<file path="src/rtl/spram_bist_pkg.sv">
// Shared types and helpers for the SPRAM built-in self-test.
// SPRAM_BIST_INV_PASS_EN adds the inverted-pattern second pass states.
package spram_bist_pkg;

  localparam int ADDR_W = 14;
  localparam logic [15:0] LFSR_TAPS = 16'hB400;

  typedef enum logic [2:0] {
    IDLE,
    WRITE,
    READ,
    DRAIN,
    DONE
`ifdef SPRAM_BIST_INV_PASS_EN
    ,
    WRITE_INV,
    READ_INV,
    DRAIN_INV
`endif
  } state_t;

  // Galois right-shift step.
  function automatic logic [15:0] lfsr_next(input logic [15:0] value);
    return (value >> 1) ^ (value[0] ? LFSR_TAPS : 16'h0000);
  endfunction

endpackage

</file>
<file path="src/rtl/spram_bist_lfsr.sv">
// Pattern generator for the SPRAM self-test; a zero seed would lock up,
// so it is replaced by 16'h0001.
module spram_bist_lfsr
  import spram_bist_pkg::*;
#(
  parameter logic [15:0] SEED = 16'hACE1
) (
  input  logic        clk,
  input  logic        rst_n,
  input  logic        load,
  input  logic        advance,
  output logic [15:0] value
);

  localparam logic [15:0] SEED_EFF = (SEED == 16'h0000) ? 16'h0001 : SEED;

  always_ff @(posedge clk) begin
    if (!rst_n) begin
      value <= SEED_EFF;
    end else if (load) begin
      value <= SEED_EFF;
    end else if (advance) begin
      value <= lfsr_next(value);
    end
  end

endmodule

</file>
<file path="src/rtl/spram_bist.sv">
// SPRAM self-test master: fill 0..LAST_ADDR with an LFSR pattern, read back and compare.
// SPRAM_BIST_INV_PASS_EN adds a second pass with the inverted pattern.
module spram_bist
  import spram_bist_pkg::*;
#(
  parameter int          LAST_ADDR = 16383,
  parameter logic [15:0] SEED      = 16'hACE1
) (
  input  logic              clk,
  input  logic              rst_n,
  input  logic              start,
  output logic              busy,
  output logic              done,
  output logic              pass,
  output logic [ADDR_W-1:0] fail_addr,
  output logic [15:0]       err_count,
  output logic [ADDR_W-1:0] ram_addr,
  output logic [15:0]       ram_data_in,
  output logic              ram_wren,
  output logic [3:0]        ram_maskwren,
  input  logic [15:0]       ram_data_out,
  output state_t            state
);

  localparam logic [ADDR_W-1:0] LAST_A = ADDR_W'(LAST_ADDR);

  logic [ADDR_W-1:0] addr;
  logic [15:0]       lfsr_val;
  logic              lfsr_load, lfsr_adv;
  logic              wr_phase, rd_phase, dr_phase, inv, last_pass;
  state_t            rd_state, dr_state;
  logic              last;
  logic [15:0]       pat;

  // Two-stage expected-word pipeline: stage 1 lines up with ram_data_out.
  logic              rd_v0, rd_v1;
  logic [15:0]       exp0, exp1;
  logic [ADDR_W-1:0] eaddr0, eaddr1;
  logic              mismatch, drain_end;
  logic [15:0]       err_next;

  always_comb begin
    wr_phase  = (state == WRITE);
    rd_phase  = (state == READ);
    dr_phase  = (state == DRAIN);
    inv       = 1'b0;
    last_pass = 1'b1;
    rd_state  = READ;
    dr_state  = DRAIN;
`ifdef SPRAM_BIST_INV_PASS_EN
    if (state == DRAIN) last_pass = 1'b0;
    if (state == WRITE_INV) begin
      wr_phase = 1'b1;
      inv      = 1'b1;
      rd_state = READ_INV;
    end
    if (state == READ_INV) begin
      rd_phase = 1'b1;
      inv      = 1'b1;
      dr_state = DRAIN_INV;
    end
    if (state == DRAIN_INV) dr_phase = 1'b1;
`endif
  end

  assign last      = (addr == LAST_A);
  assign pat       = inv ? ~lfsr_val : lfsr_val;
  assign mismatch  = rd_v1 && (ram_data_out != exp1);
  assign drain_end = !rd_v0 && rd_v1;
  assign err_next  = (mismatch && err_count != 16'hFFFF) ? err_count + 16'd1 : err_count;
  assign ram_maskwren = {4{ram_wren}};

  always_comb begin
    lfsr_load = 1'b0;
    lfsr_adv  = 1'b0;
    if ((state == IDLE || state == DONE) && start) lfsr_load = 1'b1;
    else if (wr_phase && last) lfsr_load = 1'b1;
    else if (wr_phase || rd_phase) lfsr_adv = 1'b1;
    else if (dr_phase) lfsr_load = 1'b1;
  end

  spram_bist_lfsr #(.SEED(SEED)) u_lfsr (
    .clk     (clk),
    .rst_n   (rst_n),
    .load    (lfsr_load),
    .advance (lfsr_adv),
    .value   (lfsr_val)
  );

  always_ff @(posedge clk) begin
    if (!rst_n) begin
      state       <= IDLE;
      addr        <= '0;
      busy        <= 1'b0;
      done        <= 1'b0;
      pass        <= 1'b0;
      fail_addr   <= '0;
      err_count   <= '0;
      ram_addr    <= '0;
      ram_data_in <= '0;
      ram_wren    <= 1'b0;
      rd_v0       <= 1'b0;
      rd_v1       <= 1'b0;
      exp0        <= '0;
      exp1        <= '0;
      eaddr0      <= '0;
      eaddr1      <= '0;
    end else begin
      rd_v0  <= 1'b0;
      rd_v1  <= rd_v0;
      exp1   <= exp0;
      eaddr1 <= eaddr0;
      if (mismatch) begin
        err_count <= err_next;
        if (err_count == 16'h0000) fail_addr <= eaddr1;
      end

      if (state == IDLE || state == DONE) begin
        if (start) begin
          state     <= WRITE;
          addr      <= '0;
          done      <= 1'b0;
          pass      <= 1'b0;
          err_count <= '0;
          fail_addr <= '0;
        end
      end else if (wr_phase) begin
        busy        <= 1'b1;
        ram_wren    <= 1'b1;
        ram_addr    <= addr;
        ram_data_in <= pat;
        if (last) begin
          addr  <= '0;
          state <= rd_state;
        end else begin
          addr <= addr + 1'b1;
        end
      end else if (rd_phase) begin
        ram_wren <= 1'b0;
        ram_addr <= addr;
        rd_v0    <= 1'b1;
        exp0     <= pat;
        eaddr0   <= addr;
        if (last) state <= dr_state;
        else addr <= addr + 1'b1;
      end else if (dr_phase && drain_end) begin
        // The last read's compare lands on this edge.
        if (last_pass) begin
          state <= DONE;
          busy  <= 1'b0;
          done  <= 1'b1;
          pass  <= (err_next == 16'h0000);
        end
`ifdef SPRAM_BIST_INV_PASS_EN
        else begin
          state <= WRITE_INV;
          addr  <= '0;
        end
`endif
      end
    end
  end

endmodule

</file>
<file path="config.mk">
export PLATFORM = sky130hd
export DESIGN_NAME = spram_bist
export DESIGN_NICKNAME = d
export VERILOG_FILES = /design/src/rtl/spram_bist_pkg.sv /design/src/rtl/spram_bist_lfsr.sv /design/src/rtl/spram_bist.sv
export SDC_FILE = /design/constraint.sdc
export NUM_CORES = 1
export LEC_CHECK = 0
export BUFFER_PORTS_ARGS = -buffer_cell sky130_fd_sc_hd__buf_4
export CAP_MARGIN = 0
export CORE_MARGIN = 3
export CORE_UTILIZATION = 30
export CTS_CLUSTER_SIZE = 12
export DETAILED_ROUTE_END_ITERATION = 8
export PLACE_DENSITY_LB_ADDON = 0.2
export SLEW_MARGIN = 20
export SYNTH_ARGS = -nofsm -noshare
export SYNTH_HDL_FRONTEND = slang
export SYNTH_SLANG_ARGS = --single-unit
</file>
<file path="constraint.sdc">
create_clock -name clk -period 2.15 [get_ports clk]
set_clock_uncertainty 0.05 [all_clocks]
set_input_delay 0.215 -clock clk [delete_from_list [all_inputs] [get_ports clk]]
set_output_delay 0.215 -clock clk [all_outputs]
set_load 0.02 [all_outputs]
</file>
==> impl_metrics.toml <==
[floorplan]
dieArea_sq_um = 22600
core_area_sq_um = 20400
ios = 90
die_h_microns = 150
start_util_pct = 30.6
fp.dieW_microns = 150
num_rows = 52

[synthesis]
seq_area_frac_synth_pct = 51.0
yosysWarnings = 0
synthFlopType = "dfxtp_1"
async_flop_share_pct = 0
yosysTopAreaCell = "dfxtp_1"
synth.distinct_cells = 64
syn_nets = 690
synth_area_sq_um = 6240
syn_avg_cell_area_sq_um = 9.34
ys_ff_latch = 159
synthCells = 668
synth_edf_count = 0
synth.top_cell.area_share_pct = 51.0
synth_area_leaders = "dfxtp_1 51%, nand2_1 6.9%, xnor2_1 5.2%, o22a_1 4.2%, a21oi_1 3.8%"
synth_common_cells = "159 x dfxtp_1, 114 x nand2_1, 57 x nor2_1"
yosysMostFrequentCell = "dfxtp_1"

[final_layout]
area_growth_pct = 33.4
seqCellArea_sq_um = 3200
nFillCells = 2028
fin_nets = 824
diodes = 0
multi_input_area_sq_um = 2960
drive_gt1_share_pct = 29.0

[placement]
port_buffers = 89
dpl_worst_slack_ns = -0.0233
dp.final_hpwl_mm = 11.7
place_congestion = 0.861

[setup_path]
cp-start-kind = "flip-flop"
ff2ff_setup_slack_ns = 0.06
rr_worst_depth = 9
worst_ep_required_time_ns = 2.45
regToRegStartpoint = "exp1[2]"
r2r-end = "pass"
end_kind = "flip-flop"
worstSetupPathType = "flip-flop to flip-flop"
worstPathMaxFanout = 4
worstPathArrival_ns = 2.38

[routing]
drt-total-wl_mm = 16.2
routed_via_density = 4.70
ant_nets = 0
first_pass_iters = 4
drtIter0Drc = 297
wl_per_cell_microns = 15.0
vias = 5096
drc = 0

[sta]
hold_viol_final = 0
finalSetupViolations = 0
layout_setup_ws_ns = 0.0647
max_freq_mhz = 480
fin_setup_tns_ns = 0
drv_slew = 0
period_needed_ns = 2.09
slew_headroom_pct = 57.4
fin_crit_sh_pct = 97.0
rsz0062_at_grt = "true"
tightest_slew_ns = 0.639

[clock_network]
cts_buffer_depth = 2
cts_hold_buf = 0
clock-sinks = 159
clock_latency_ns = 0.42
cts_tree = "built"
htreeDepth = 4
cts_buffers = 17
cts_root_buf = "clkbuf_16"
clk_pin_slew_ns = 0.06

[worst_hold_path]
min_delay_worst_endpoint = "busy"
hold_path.class = "primary input to flip-flop"
min_from = "rst_n"
whs_path_depth = 3

[pwr]
irDropWorstVdd_uv = 497
leakage_nw = 3.28
power_density_nw_per_um2 = 774

[global_routing]
grt_pass1_wl_mm = 26.2
track_usage_pct = 14.7
grt_overflow = 0
antenna_found_initial = 0
grt_max_degree = 41
grt_pass1_vias = 5048

[outcome]
status = "completed"

[flow_run]
max_cap_violations = 0
-- metrics by stage --
step | area, sq um | util (%) | instances | power, mW | hold WS, ns
floorplan | 6280 | - | 668 | 3.30 | 0.364
global placement | 7560 | 37.1 | 1049 | 3.44 | 0.394
detailed placement | 7560 | 37.1 | 1049 | 3.45 | 0.394
CTS | 8180 | 40.1 | 1081 | 6.54 | 0.171
global route | 8330 | 40.9 | 1084 | 6.71 | 0.191
finish | 8330 | 40.9 | 1084 | 6.44 | 0.190
-- timing repair --
action / CTS / global route
gates resized for setup: 3 / 26
gates cloned: 0 / 1
setup endpoints to repair: 1 / 26
pin swaps: 5 / 22
setup buffers: 1 / 4
-- area by class of cell --
cell class / instances / area share [%]
repair buffers: 155 / 14.5
clock inverters: 6 / 1.26
flip-flops and latches: 159 / 38.4
well taps: 270 / 4.06
inverters: 7 / 0.316
multi-input cells: 462 / 35.5
clock buffers: 25 / 5.95
-- worst max path at each step --
stage / startpoint / end / slack (ns)
after floorplan: err_count[0] / pass / 0.02
after global placement: err_count[2] / pass / -0.01
after detailed placement: ram_data_out[9] / pass / -0.02
after CTS: exp1[1] / pass / 0.007
after global routing: exp1[2] / pass / -0.04
final: exp1[2] / pass / 0.06
-- critical path: stages (launching register included) --
cell       delay, ns
dfxtp_2         0.33
xnor2_2         0.21
nand4_4         0.17
buf_6           0.16
o41ai_4         0.29
buf_4           0.22
nor4b_4         0.07
nor3_2          0.23
o2111ai_2       0.15
o21ai_1         0.14
-- registers in the layout (all words and copies together) (netlist names), 3 cells and up --
signal        cells
exp0             16
eaddr1           14
u_lfsr.value     16
ram_addr         14
ram_data_in      16
err_count        16
eaddr0           14
state             3
exp1             16
fail_addr        14
addr             14
-- layer usage --
metal,GRT usage [%],up-vias,wire [microns]
met2,22.1,130,7500
li1,-,2562,-
met4,4.85,0,171
met3,4.49,13,997
met5,0,-,0
met1,20.1,2391,7570
-- cell usage in the layout (no fill, tap or decap), drive strengths merged, types with 3 or more instances in the layout --
cell type	instances
o22a	30
and2	33
and4	5
and3	6
clkinv	4
or3	3
inv	6
bufinv	3
buf	154
ha	3
o211ai	4
o21ai	10
nor3	8
nor4	6
a211oi	3
a21oi	47
nand2	114
clkbuf	26
nand4	10
xor2	12
dfxtp	159
nand3	22
xnor2	37
nor2b	3
mux2i	16
nor2	60
-- cells by family (layout without fill, tap and decap cells) --
kind of cell	after synthesis	in the layout	share of synthesized area [%]
compound gates	113	113	12.8
xor+xnor	49	49	6.88
fa+ha+maj	3	3	0.602
buf+inv	47	193	3.77
flops	159	159	51.0
mux	16	16	2.57
simple gates	281	281	22.4
-- power breakdown --
part | leakage [nW] | switching (mW) | internal [mW]
registers | 1.29 | 0.0421 | 2.99
clock network | 0.297 | 1.11 | 1.94
logic | 1.69 | 0.226 | 0.144
total | 3.28 | 1.37 | 5.07
Power figures use the tool's default switching activity.
